## config.mk

```make
export PLATFORM = sky130hd
export DESIGN_NAME = master_in_rx
export DESIGN_NICKNAME = d
export VERILOG_FILES = /design/src/rtl/master_in_rx.sv
export SDC_FILE = /design/constraint.sdc
export NUM_CORES = 1
export LEC_CHECK = 0
export CORE_MARGIN = 4
export CORE_UTILIZATION = 53
export DETAILED_ROUTE_END_ITERATION = 12
export MAX_ROUTING_LAYER = met4
export PLACE_DENSITY = 0.81
export RECOVER_POWER = 25
export SLEW_MARGIN = 20
export SYNTH_ARGS = -nofsm -noshare
export SYNTH_HDL_FRONTEND = slang
export SYNTH_SLANG_ARGS = --single-unit
```

## constraint.sdc

```tcl
create_clock -name clk -period 3.05 [get_ports clk]
set_input_delay 0.305 -clock clk [delete_from_list [all_inputs] [get_ports clk]]
set_output_delay 0.305 -clock clk [all_outputs]
set_load 0.05 [all_outputs]
```

## src/rtl/master_in_rx.sv

```systemverilog
// master_in_rx: master-side bit-serial receive port with valid/ready handshake, bursts and output FIFO.
// Optional per-word even-parity check is enabled by defining MASTER_IN_PARITY_EN.
module master_in_rx #(
  parameter int unsigned DATA_WIDTH = 8,
  parameter int unsigned BURST_W    = 12,
  parameter int unsigned FIFO_DEPTH = 4,
  parameter bit          LSB_FIRST  = 1'b1
) (
  input  logic                          clk,
  input  logic                          reset,
  input  logic                          tx_done,
  input  logic [1:0]                    instruction,
  input  logic [BURST_W-1:0]            burst_num,
  input  logic                          slave_valid,
  input  logic                          rx_data,
  output logic                          master_ready,
  output logic                          rx_done,
  output logic                          busy,
  output logic                          out_valid,
  output logic [DATA_WIDTH-1:0]         out_data,
  input  logic                          out_ready,
`ifdef MASTER_IN_PARITY_EN
  output logic                          parity_err,
`endif
  output logic [$clog2(FIFO_DEPTH):0]   fifo_count
);

`ifdef MASTER_IN_PARITY_EN
  localparam int unsigned PAR_BITS = 1;
`else
  localparam int unsigned PAR_BITS = 0;
`endif
  localparam int unsigned RX_BITS = DATA_WIDTH + PAR_BITS;
  localparam int unsigned CNT_W   = $clog2(RX_BITS + 1);
  localparam int unsigned IDX_W   = $clog2(DATA_WIDTH);
  localparam int unsigned PTR_W   = $clog2(FIFO_DEPTH);
  localparam int unsigned FCNT_W  = PTR_W + 1;

  typedef enum logic [1:0] {
    S_IDLE,
    S_HANDSHAKE,
    S_RECEIVE
  } state_t;

  state_t                  state;
  logic [BURST_W-1:0]      words_left;
  logic [CNT_W-1:0]        bit_cnt;
  logic [DATA_WIDTH-1:0]   shift_reg;

  logic [CNT_W-1:0]        cur_bit;
  logic [IDX_W-1:0]        bit_pos;
  int unsigned             pos;
  logic [DATA_WIDTH-1:0]   data_next;
  logic                    last_bit;
  logic                    push;
  logic                    pop;

  logic [DATA_WIDTH-1:0]   mem [FIFO_DEPTH];
  logic [PTR_W-1:0]        wr_ptr;
  logic [PTR_W-1:0]        rd_ptr;
  logic [PTR_W-1:0]        rd_ptr_n;
  logic [FCNT_W-1:0]       count_n;

  // A slot is reserved at handshake, so a word in flight always has room.
  assign master_ready = (state == S_HANDSHAKE) && (32'(fifo_count) < FIFO_DEPTH);

  // Serial bit placement; the parity bit (index DATA_WIDTH) leaves the word untouched.
  always_comb begin
    cur_bit   = (state == S_RECEIVE) ? bit_cnt : '0;
    pos       = LSB_FIRST ? 32'(cur_bit) : (DATA_WIDTH - 1 - 32'(cur_bit));
    bit_pos   = IDX_W'(pos);
    data_next = shift_reg;
    if (32'(cur_bit) < DATA_WIDTH) begin
      data_next[bit_pos] = rx_data;
    end
    last_bit  = (state == S_RECEIVE) && (32'(bit_cnt) == RX_BITS - 1);
    push      = last_bit;
    pop       = out_valid && out_ready;
    count_n   = fifo_count + FCNT_W'(push) - FCNT_W'(pop);
    rd_ptr_n  = pop ? (rd_ptr + PTR_W'(1)) : rd_ptr;
  end

  // Transfer sequencing FSM.
  always_ff @(posedge clk or posedge reset) begin
    if (reset) begin
      state      <= S_IDLE;
      words_left <= '0;
      bit_cnt    <= '0;
      shift_reg  <= '0;
      rx_done    <= 1'b0;
      busy       <= 1'b0;
`ifdef MASTER_IN_PARITY_EN
      parity_err <= 1'b0;
`endif
    end else begin
      rx_done <= 1'b0;
      case (state)
        S_IDLE: begin
          if (tx_done && (instruction == 2'b11)) begin
            words_left <= burst_num;
            bit_cnt    <= '0;
            state      <= S_HANDSHAKE;
            busy       <= 1'b1;
`ifdef MASTER_IN_PARITY_EN
            parity_err <= 1'b0;
`endif
          end
        end
        S_HANDSHAKE: begin
          if (slave_valid && master_ready) begin
            shift_reg <= data_next;
            bit_cnt   <= CNT_W'(1);
            state     <= S_RECEIVE;
          end
        end
        S_RECEIVE: begin
          shift_reg <= data_next;
          bit_cnt   <= bit_cnt + CNT_W'(1);
          if (last_bit) begin
            bit_cnt <= '0;
`ifdef MASTER_IN_PARITY_EN
            if ((^shift_reg) ^ rx_data) begin
              parity_err <= 1'b1;
            end
`endif
            if (words_left == '0) begin
              state   <= S_IDLE;
              busy    <= 1'b0;
              rx_done <= 1'b1;
            end else begin
              words_left <= words_left - BURST_W'(1);
              state      <= S_HANDSHAKE;
            end
          end
        end
        default: begin
          state <= S_IDLE;
          busy  <= 1'b0;
        end
      endcase
    end
  end

  // FIFO storage; contents are don't-care until written.
  always_ff @(posedge clk) begin
    if (push) begin
      mem[wr_ptr] <= data_next;
    end
  end

  // FIFO pointers, occupancy and registered head.
  always_ff @(posedge clk or posedge reset) begin
    if (reset) begin
      wr_ptr     <= '0;
      rd_ptr     <= '0;
      fifo_count <= '0;
      out_valid  <= 1'b0;
      out_data   <= '0;
    end else begin
      if (push) begin
        wr_ptr <= wr_ptr + PTR_W'(1);
      end
      rd_ptr     <= rd_ptr_n;
      fifo_count <= count_n;
      out_valid  <= (count_n != '0);
      if (push && ((fifo_count == '0) || ((fifo_count == FCNT_W'(1)) && pop))) begin
        out_data <= data_next;
      end else if (count_n != '0) begin
        out_data <= mem[rd_ptr_n];
      end
    end
  end

endmodule

```

---- After elaboration in Yosys (flattened, before gate mapping) ----
Memory sizes are Yosys's and may differ from the RTL's.
Cells that the tools add are included.
word-level totals
  flip-flop bits (word level) ............. 44
  latch bits .............................. 0
  RAM bits ................................ 32
  ROM bits ................................ 0
  input bits .............................. 20
  output and inout bits ................... 15
  word-level logic and storage cells ...... 87
  memories kept ........................... 1
memories
  memory  words  bits a word  read ports  clocked after Yosys merged registers in  wr ports  RTL line  RTL
  mem     4      8            1           0                                        1         58        logic [DATA_WIDTH-1:0] mem [FIFO_DEPTH];
cells by class
  add/sub/neg operators ................... 6
  multipliers ............................. 0
  div/mod/pow operators ................... 0
  order comparisons ....................... 4
  eq/ne operators ......................... 10
  shifts and indexed selects .............. 0
  muxes and demuxes ....................... 32
  bitwise logic cells ..................... 1
  reductions and logical operators ........ 22
operators by type and width
  kind                                                                    count
  12-bit 2-to-1 mux                                                       3
  8-bit 2-to-1 mux                                                        4
  12-bit case mux with 2 select lines                                     1
  4-bit 2-to-1 mux                                                        4
  8-bit case mux with 2 select lines                                      1
  12-bit logical NOT                                                      1
  4-bit case mux with 3 select lines                                      1
  12-bit by 1-bit subtractor with 12-bit output (second input constant)   1
  1-bit 2-to-1 mux                                                        10
  8-bit bitwise mux                                                       1
  1-bit logical AND                                                       8
  2-bit 2-to-1 mux                                                        4
  4-bit AND reduction                                                     2
  2-bit inequality test (second input constant)                           3
  2-bit case mux with 3 select lines                                      1
  3-bit AND reduction                                                     2
  2-bit nonzero test                                                      3
  3-bit nonzero test                                                      2
  2-bit by 1-bit adder with 2-bit output (second input constant)          2
  4-bit by 1-bit adder with 4-bit output (second input constant)          1
  2-bit equality test (second input constant)                             2
  4-bit by 3-bit equality test with 1-bit output (second input constant)  1
  3-bit by 4-bit < comparator with 1-bit output (second input constant)   1
  4-bit < comparator (second input constant)                              1
  14 further kinds                                                        15

---- Depth between registers and ports, before layout ----
Gate-level depths: netlist (run 1).
  depth after elaboration ................. 10
  depth in mapped cells ................... 13
  mapped depth without buffers ............ 12

---- Worst setup path before layout (run 1) ----
Ideal clock, no wire load.
  kind .................................... register -> register
  start point ............................. register out_valid
  end point ............................... register out_data[0]
  setup time .............................. 0.141 ns
  arrival ................................. 3.183 ns
  setup slack ............................. -0.274 ns
  stages on the path, launching flop included .. 13
  period minus slack after synthesis ...... 3.324 ns
  path through ............................ dfrtp_1 clkbuf_1 nand2_1 clkinv_1 ha_1 inv_1 ha_1 inv_1 fa_1 xnor3_1 nor3b_1 a211o_1 a31oi_1
between the ends
  word-level cells in the longest chain between the ends .. 5
  elaborated cells between the ends (all ways) .. 11
RTL lines
  item                                                           RTL line  RTL
  from (decl)                                                    19        output logic out_valid,
  from (signal assigned)                                         165       out_valid <= (count_n != '0);
  1-bit logical AND *                                            78        pop = out_valid && out_ready;
  2-bit 2-to-1 mux / 1-bit logical AND (equally long branches)   80, 166
  memory 4 x 8 bit / 1-bit logical OR (equally long branches)    -
  8-bit 2-to-1 mux / 1-bit logical AND (equally long branches)   168, 166
  8-bit 2-to-1 mux / 2-bit nonzero test (equally long branches)  -
  to (signal assigned)                                           167       out_data <= data_next;
  to (signal assigned)                                           169       out_data <= mem[rd_ptr_n];
  to (decl)                                                      20        output logic [DATA_WIDTH-1:0] out_data,
Mark *: on every way between the ends. The rest lies on a longest branch, timed or not. The select of a mux whose other input is x is not followed.
A chain may end at the register's enable or synchronous reset.

---- Worst setup path after layout (run 1) ----
  start point ............................. register state[0]
  end point ............................... register out_data[7]
between the ends
  elaborated cells between the ends (all ways) .. 17
RTL lines
  item                                         RTL line  RTL
  from (decl)                                  45        state_t state;
  from (signal assigned)                       86        state <= S_IDLE;
  from (signal assigned)                       102       state <= S_HANDSHAKE;
  from (signal assigned)                       113       state <= S_RECEIVE;
  2-bit equality test                          76        last_bit = (state == S_RECEIVE) && (32'(bit_cnt) == RX_BITS - 1);
  1-bit logical AND                            76
  3-bit by 1-bit adder with 3-bit output       79        count_n = fifo_count + FCNT_W'(push) - FCNT_W'(pop);
  3-bit by 1-bit subtractor with 3-bit output  79
  named net count_n[2]                         62        logic [FCNT_W-1:0] count_n;
  3-bit nonzero test                           168       end else if (count_n != '0) begin
  2-bit nonzero test (no source line)          -
The timed path passes the listed nets, and every way through them passes these cells.

==> run metrics, run 1 <==
status completed; slew margin rel. 0.2184; CP Depth 12; H-tree depth 3; combinational power share 0.475; Initial Util 0.5453; sequential area share after synthesis 0.4893; GRT overflow 0; Worst R2R End out_data[7]; Clock power frac 0.189; DP Area 4644 sq um; design area 4876 sq um; adder-cell share of the synthesized area 0.04632; I/O pin count 35; DP Wirelength 6621 microns; # hold bufs at CTS 0; Pins Over Slew Limit 0; worst path arrival time 3.14 ns; clock sink count 76; via count 3257; Synth Register Bits 76; Worst Path Buf+Inv 4; WL final 9309 microns; input/output buffers 34; initial antenna violation count 0; EDFF count, synth 32; CP top delay family adder cells; GRT Util Overall 0.2086; commonest non-fill, non-tap cell in the layout dfrtp_1; clk slew on worst S/H paths 0.10 ns; FF-to-FF Start state[0]; peak supply drop 0.0003412 V; Setup Crit Path Kind reg -> reg; P_int 2.666 mW; Synth Area in Simple Gates 0.1283; Initial DRC Count 155; final setup margin 0.1312 ns; Syn Std Cell Area 4214 sq um; Net Sw Frac 0.4311; Die Span Y 97.17 microns; post-synthesis xor/xnor area fraction 0.009501; min Tclk post-route 2.919 ns; TritonCTS Buffers 9; Worst Max-Slew Pin Slew 1.172 ns; ys flop type dfrtp_1; first-pass GRT wire length 15710 microns; pre-CTS setup slack 0.1650 ns; Die Area 9442 sq um; Synth Area in Compound Gates 0.2037; pwr/cell area 961.0 nW/um^2; Synth Instances 394; largest family of logic cells by synthesized area compound AO/OA/AOI/OAI gates; r2r setup slk 0.13 ns; crit path to out_data[7]; DRC viols 0; Area growth syn-to-layout 15.71%; routed vias/inst 6.180; CP Max Fanout 8; FFs w/ async S/R, synth 0.5789; max incr delay on CP 0.43 ns; Critical Path, Cell by Cell inv_1 -> ha_1 -> nand4b_1 -> ha_1 -> inv_1 -> ha_1 -> inv_1 -> fa_1 -> xnor3_1 -> clkinv_1 -> o41ai_1 -> o22ai_1; Post-DRT Antenna Nets 0; syn_nets 429; HP Class in -> async; Max Cap Viol 0; Hold Vio Cnt, Final 0; Layout Nets 455; multiplexer area fraction after synthesis 0.05404; root buf cell clkbuf_8; sequential power share 0.336; Yosys warnings 0; start point of the critical path state[0]; worst skew pair latency 0.36 ns; clk buf depth 2; RSZ-0062 raised after global routing yes; Max Clk Rate 0.3426 GHz; Setup violations, final 0; Clock Skew 0.01484 ns; worst-path cell with the longest stage delay dfrtp_1; P_leak 1.960 nW; Req. time, crit path 3.27 ns; Pre-antenna DRT Iters 5; vias in the first global route 3215; crit share post-route 0.9570; total power 4.686 mW; Avg WL per Cell 17.66 microns; site row count 32; share of Yosys cell area claimed by the top area cell type 0.2613; final core occ 0.6310; Die Wd 97.17 microns; Net Switching 2.020 mW; Synth area leader dfrtp_1; diode count 0; synth top area cells dfrtp_1 (26%), edfxtp_1 (23%), ha_1 (4.2%), mux2i_1 (3.8%), inv_1 (3.5%); setup tns final 0 ns; Cell variety after synth 66; most frequent cells in the layout dfrtp_1 (44), inv_1 (38), clkdlybuf4s50_1 (33); CTS tree built; crit start category flip-flop; CP endpoint kind flip-flop; R2R depth 12; CORE AREA 7727 sq um; Post-Syn Area per Cell 10.70 sq um; number of fill cells in the layout 586; Largest Register mem; Final Wtd Congestion 0.8281; pin count of the biggest net entering global routing 31; top flop regs mem (32), words_left (12); max reg flops 32; layout cells sized above 1 0.1106
cell families after synthesis:
family | after synthesis
xor gates and xnor gates | 3
DFF | 76
AOI/OAI and AO/OA | 111
adders and majority gates | 15
muxes | 21
buffers and inverters | 73
and+or+nand+nor | 95
what timing repair did:
item,CTS,global route
setup endpoints to repair,0,3
setup buffers,0,0
gates resized for setup,0,1
worst min-delay path by stage:
stage | start | end | slack (ns) | depth (start not counted)
floorplan | shift_reg[1] | shift_reg[1] | 0.45 | 2
global placement | shift_reg[6] | shift_reg[6] | 0.46 | 2
detailed placement | shift_reg[7] | shift_reg[7] | 0.47 | 2
CTS | reset | bit_cnt[1] | 0.34 | 2
global route | reset | bit_cnt[1] | 0.52 | 2
finish | reset | bit_cnt[1] | 0.46 | 2
layer usage:
metal	part of all wire	GRT usage
met5	0	-
met4	0.020	0.06803
met3	0.046	0.04379
met2	0.49	0.3339
met1	0.45	0.2665
per-stage QoR:
stage	hold slack [ns]	cells
2_1_floorplan	0.4492	394
3_3_place_gp	0.4624	511
3_5_place_dp	0.4706	511
4_1_cts	0.3373	527
5_1_grt	0.5220	527
6_report	0.4593	527
Yosys cell counts (all sizes together), types with 4 or more instances:
cell and number:
and4 7, edfxtp 32, nand4 11, o21ai 16
o2111ai 7, nor4 5, nand3b 4, dfrtp 44
buf 5, o2bb2ai 5, nor2 14, nand3 6
nor2b 4, mux2 4, ha 14, clkbuf 26
inv 40, a311o 7, o41ai 9, o311ai 7
nand2 21, mux2i 16, a211oi 9, nor3b 4
nand2b 5, o22ai 11, a21oi 12
cell type report:
class                   instances  area, sq um  area share
clock inverters                 7        103.9     0.02130
multi-input cells             245         1874      0.3844
repair buffers                 46        426.7     0.08750
flip-flops and latches         76         2062      0.4229
inverters                      42        157.7     0.03233
clock buffers                   9        123.9     0.02540
well taps                     102        127.6     0.02617
worst register-to-register path, stage by stage (launching register included):
cell,delay [ns]
dfrtp_1,0.43
inv_1,0.11
ha_1,0.17
nand4b_1,0.18
ha_1,0.33
inv_1,0.06
ha_1,0.13
inv_1,0.04
fa_1,0.39
xnor3_1,0.25
clkinv_1,0.22
o41ai_1,0.35
o22ai_1,0.12
power by group through the flow:
stage	clock (mW)	sequential, mW	combinational [mW]
after floorplan	0	1.73	1.48
after global placement	0	1.57	2.13
after detailed placement	0	1.59	2.19
after CTS	0.898	1.57	2.21
after global routing	0.955	1.61	2.41
final	0.886	1.57	2.23
No activity file was read; power rests on OpenSTA's default activity.
==> run 2, diff against run 1 <==
--- a/config.mk
+++ b/config.mk
@@ -8,6 +8,7 @@
 export CORE_MARGIN = 4
 export CORE_UTILIZATION = 53
 export DETAILED_ROUTE_END_ITERATION = 12
+export GPL_TIMING_DRIVEN = 0
 export MAX_ROUTING_LAYER = met4
 export PLACE_DENSITY = 0.81
 export RECOVER_POWER = 25
==> run 2 against run 1 <==
  * The run now ends with capacitance limit, slew limit left
  * Worst setup slack got worse by 0.0052 ns
  * Global-route usage rose by 0.081 points
  * Cell area rose by 2.6%
  * Critical path type unchanged
  * Highest routed layer unchanged
==> run metrics, run 2 (synthesized netlist as in run 1, its figures left out) <==
Worst Max-Slew Pin Slew 1.744 ns; max reg flops 32; HP Class in -> async; Largest Register mem; Pre-antenna DRT Iters 5; GRT Util Overall 0.2094; crit start category flip-flop; pin count of the biggest net entering global routing 33; worst skew pair latency 0.35 ns; top flop regs mem (32), words_left (12); Area growth syn-to-layout 18.76%; CP top delay family adder cells; pwr/cell area 971.6 nW/um^2; met1 Use GR 0.2570; first-pass GRT wire length 15860 microns; crit share post-route 0.9587; Initial DRC Count 212; H-tree depth 3; Clock Skew 0.01609 ns; Setup violations, final 0; Post-DRT Antenna Nets 0; Req. time, crit path 3.26 ns; Initial Util 0.5453; CTS tree built; Die Span Y 97.17 microns; final setup margin 0.1260 ns; DP Wirelength 7014 microns; peak supply drop 0.0004465 V; Worst Path Buf+Inv 4; GR Util met3 0.05169; Max Cap Viol 1; TritonCTS Buffers 9; min Tclk post-route 2.924 ns; Layout Nets 478; commonest non-fill, non-tap cell in the layout dfrtp_1; clk buf depth 2; failing checks capacitance limit, slew limit; WL final 9805 microns; slew margin rel. -0.1626; pre-CTS setup slack -0.4518 ns; vias in the first global route 3353; Critical Path, Cell by Cell ha_2 -> nand4b_1 -> clkbuf_8 -> ha_1 -> inv_1 -> ha_1 -> inv_1 -> fa_1 -> xnor3_1 -> nor3b_4 -> buf_12 -> a211oi_1 -> o22ai_1; setup tns final 0 ns; DRC viols 0; routed vias/inst 6.267; max incr delay on CP 0.43 ns; CP endpoint kind flip-flop; P_leak 1.992 nW; Pins Over Slew Limit 33; input/output buffers 33; GRT overflow 0; # hold bufs at CTS 0; root buf cell clkbuf_8; Die Area 9442 sq um; initial antenna violation count 0; layout cells sized above 1 0.1228; via count 3447; CORE AREA 7727 sq um; site row count 32; Max Clk Rate 0.3420 GHz; Hold Vio Cnt, Final 0; worst path arrival time 3.14 ns; Setup Crit Path Kind reg -> reg; CP Max Fanout 10; busiest grt layer met2; Avg WL per Cell 17.83 microns; I/O pin count 35; worst-path cell with the longest stage delay dfrtp_2; Final Wtd Congestion 0.8421; GR Util met2 0.3487; clk slew on worst S/H paths 0.10 ns; clock sink count 76; diode count 0; status complete, but fails checks; Die Wd 97.17 microns; most frequent cells in the layout dfrtp_1 (43), inv_1 (38), clkdlybuf4s50_1 (32), edfxtp_1 (32), clkbuf_1 (25)
## run 2: report_power, final
group | leakage [nW] | total, mW | switching, mW | internal, mW
combinational | 1.03 | 2.56 | 1.56 | 0.998
sequential | 0.848 | 1.48 | 0.183 | 1.30
clock | 0.109 | 0.820 | 0.420 | 0.400
total | 1.99 | 4.86 | 2.17 | 2.70
## run 2: timing repair
item	CTS	global route
hold endpoints to repair	0	0
pin swaps	0	1
setup buffers	2	3
setup endpoints to repair	9	8
resized for setup	6	11
## run 2: stage by stage
step	util	hold slack (ns)	total power [mW]	std cells	area (sq um)
floorplan	-	0.4492	3.206	394	4219
global placement	0.6052	0.4625	3.745	529	4677
detailed placement	0.6078	0.4705	3.829	530	4697
CTS	0.6414	0.2162	4.729	548	4956
global route	0.6477	0.4583	5.147	550	5005
finish	0.6477	0.4321	4.863	550	5005
## run 2: final timing paths
path | startpoint | endpoint | slack [ns] | cells after the start
setup / recovery | bit_cnt[0] | out_data[6] | 0.13 | 13
hold / removal | reset | busy | 0.43 | 2
setup reg to reg | bit_cnt[0] | out_data[6] | 0.13 | 13
hold reg to reg | shift_reg[3] | shift_reg[3] | 0.49 | 2
max in group asynchronous | reset | wr_ptr[1] | 0.59 | 3
min in group clk | shift_reg[3] | shift_reg[3] | 0.49 | 2
## run 2: final cells by class
type,count,area [sq um]
fillers,593,2723
flip-flops and latches,76,2063
multi-input cells,245,1921
repair buffers,39,384.1
inverters,42,158.9
plain buffers,30,138.9
well taps,102,127.6
clock buffers,9,123.9
clock inverters,7,87.58
## run 2: metal layers
layer | part of all wire | routed length (microns)
met1 | 0.42 | 4107
met5 | 0 | 0
met3 | 0.072 | 703
met2 | 0.50 | 4873
met4 | 0.012 | 121
==> run 3, diff against run 2 <==
--- a/config.mk
+++ b/config.mk
@@ -6,11 +6,12 @@
 export NUM_CORES = 1
 export LEC_CHECK = 0
 export CORE_MARGIN = 4
-export CORE_UTILIZATION = 53
+export CORE_UTILIZATION = 57
 export DETAILED_ROUTE_END_ITERATION = 12
+export DONT_BUFFER_PORTS = 1
 export GPL_TIMING_DRIVEN = 0
 export MAX_ROUTING_LAYER = met4
-export PLACE_DENSITY = 0.81
+export PLACE_DENSITY = 0.79
 export RECOVER_POWER = 25
 export SLEW_MARGIN = 20
 export SYNTH_ARGS = -nofsm -noshare
==> run 3 against run 2 <==
  * First-iteration DRC count grew 75%
  * Global-route usage is 3.1 points higher
  * Largest cell class unchanged
  * Combinational power decreased by 9.8%
  * Fmax shrank 4.1%
  * Routed wire length grew 4.4%
  * The run now ends clean
  * Clock skew about the same
  * Cell area shrank 4.3%
  * Largest power group unchanged
  * Sequential share of layout area grew 1.9 points
==> run metrics, run 3 (synthesized netlist as in run 1, its figures left out) <==
status completed; worst-path cell with the longest stage delay dfrtp_2; Avg WL per Cell 19.85 microns; max reg flops 32; CORE AREA 7214 sq um; Die Area 8832 sq um; CTS tree built; CP Max Fanout 10; Setup Crit Path Kind reg -> reg; WL final 10240 microns; first-pass GRT wire length 15960 microns; Hold Vio Cnt, Final 0; Largest Register mem; Max Cap Viol 0; r2r setup slk 0.0005 ns; pin count of the biggest net entering global routing 26; initial antenna violation count 0; GR Util met2 0.3678; clk buf depth 2; slew margin rel. 0.06899; met1 Use GR 0.3274; CP Depth 13; P_leak 1.886 nW; Die Span Y 93.98 microns; peak supply drop 0.0004324 V; WHS 0.1211 ns; DRC viols 0; routed vias/inst 6.560; I/O pin count 35; Layout Nets 447; via count 3385; commonest non-fill, non-tap cell in the layout dfrtp_1; root buf cell clkbuf_8; DP Wirelength 6787 microns; Worst Hold Endpoint words_left[10]; layout cells sized above 1 0.1631; Clock Skew 0.01633 ns; number of fill cells in the layout 533; top flop regs mem (32), words_left (12); FF-to-FF Start out_valid; CP endpoint kind flip-flop; GRT overflow 0; Worst R2R End out_data[0]; clk slew on worst S/H paths 0.09 ns; H-tree depth 3; R2R depth 13; Pre-antenna DRT Iters 5; Post-DRT Antenna Nets 0; max incr delay on CP 0.53 ns; Worst Path Buf+Inv 5; Max Clk Rate 0.3279 GHz; min Tclk post-route 3.050 ns; Setup violations, final 0; Area growth syn-to-layout 13.69%; TritonCTS Buffers 9; worst skew pair latency 0.36 ns; pwr/cell area 1009 nW/um^2; HP Start burst_num[10]; Pins Over Slew Limit 0; Hold Path Cell Cnt 2; Initial Util 0.5841; Initial DRC Count 370; vias in the first global route 3208; final core occ 0.6641; CP top delay family adder cells; HP Class in -> reg; Final Wtd Congestion 0.9104; Req. time, crit path 3.33 ns; GRT Util Overall 0.2399; clock sink count 76; most frequent cells in the layout dfrtp_1 (42), inv_1 (36), edfxtp_1 (32); setup tns final 0 ns; GR Util met3 0.03686; crit share post-route 0.9998; site row count 31; Critical Path, Cell by Cell clkbuf_4 -> nand2_4 -> clkinv_4 -> ha_4 -> inv_2 -> ha_4 -> inv_2 -> fa_2 -> xnor3_1 -> nor3b_4 -> buf_12 -> nand2_1 -> a31oi_1; busiest grt layer met2; input/output buffers 0; Worst Max-Slew Pin Slew 1.397 ns; worst path arrival time 3.33 ns; diode count 0; crit start category flip-flop; Die Wd 93.98 microns
-- run 3: where the power goes --
part | switching [mW] | internal (mW) | leakage [nW]
Clock | 0.389 | 0.345 | 0.0909
Sequential | 0.497 | 1.29 | 0.848
Combinational | 1.37 | 0.938 | 0.947
Total | 2.26 | 2.58 | 1.89
-- run 3: worst register-to-register path: cells and delay by family (launching register included) --
kind | cells | cell delay (ns)
compound gates | 1 | 0.18
xor+xnor | 1 | 0.30
fa+ha+maj | 3 | 0.72
buf+inv | 5 | 0.66
flops | 1 | 0.53
simple gates | 3 | 0.59
-- run 3: worst max-delay path by stage --
stage,from,to,slack [ns]
after CTS,state[0],out_data[0],0.01
final,out_valid,out_data[0],0.0005
after detailed placement,out_valid,out_data[2],-0.78
after floorplan,out_valid,out_data[0],0.003
after global placement,out_valid,out_data[1],-0.79
after global routing,bit_cnt[0],out_data[1],-0.09
-- run 3: final cells by class --
type	count	area (sq um)	share of cell area
clock inverters	5	33.78	0.007051
flip-flops and latches	76	2064	0.4309
repair buffers	7	81.33	0.01698
clock buffers	11	152.6	0.03186
plain buffers	31	147.6	0.03082
well taps	99	123.9	0.02586
multi-input cells	245	2021	0.4218
inverters	42	166.4	0.03474
-- run 3: stage by stage --
step	worst slack [ns]	instances	total power, mW	instance area [sq um]
2_1_floorplan	0.003394	394	3.206	4219
3_3_place_gp	-0.7862	493	3.593	4343
3_5_place_dp	-0.7818	494	3.661	4363
4_1_cts	0.01240	513	4.544	4664
5_1_grt	-0.09367	516	5.084	4791
6_report	0.0004834	516	4.835	4791
-- run 3: what timing repair did --
item	CTS	global route
cloned	0	1
setup endpoints to repair	10	9
gates resized for setup	19	22
buffers inserted	2	2
pin swaps	1	9
hold buffers	1	0
endpoints found under the hold margin	19	0
-- run 3: layer usage --
layer,up-vias,wire [microns]
met5,-,0
met4,0,197
met2,171,4991
li1,1530,-
met3,18,728
met1,1666,4325
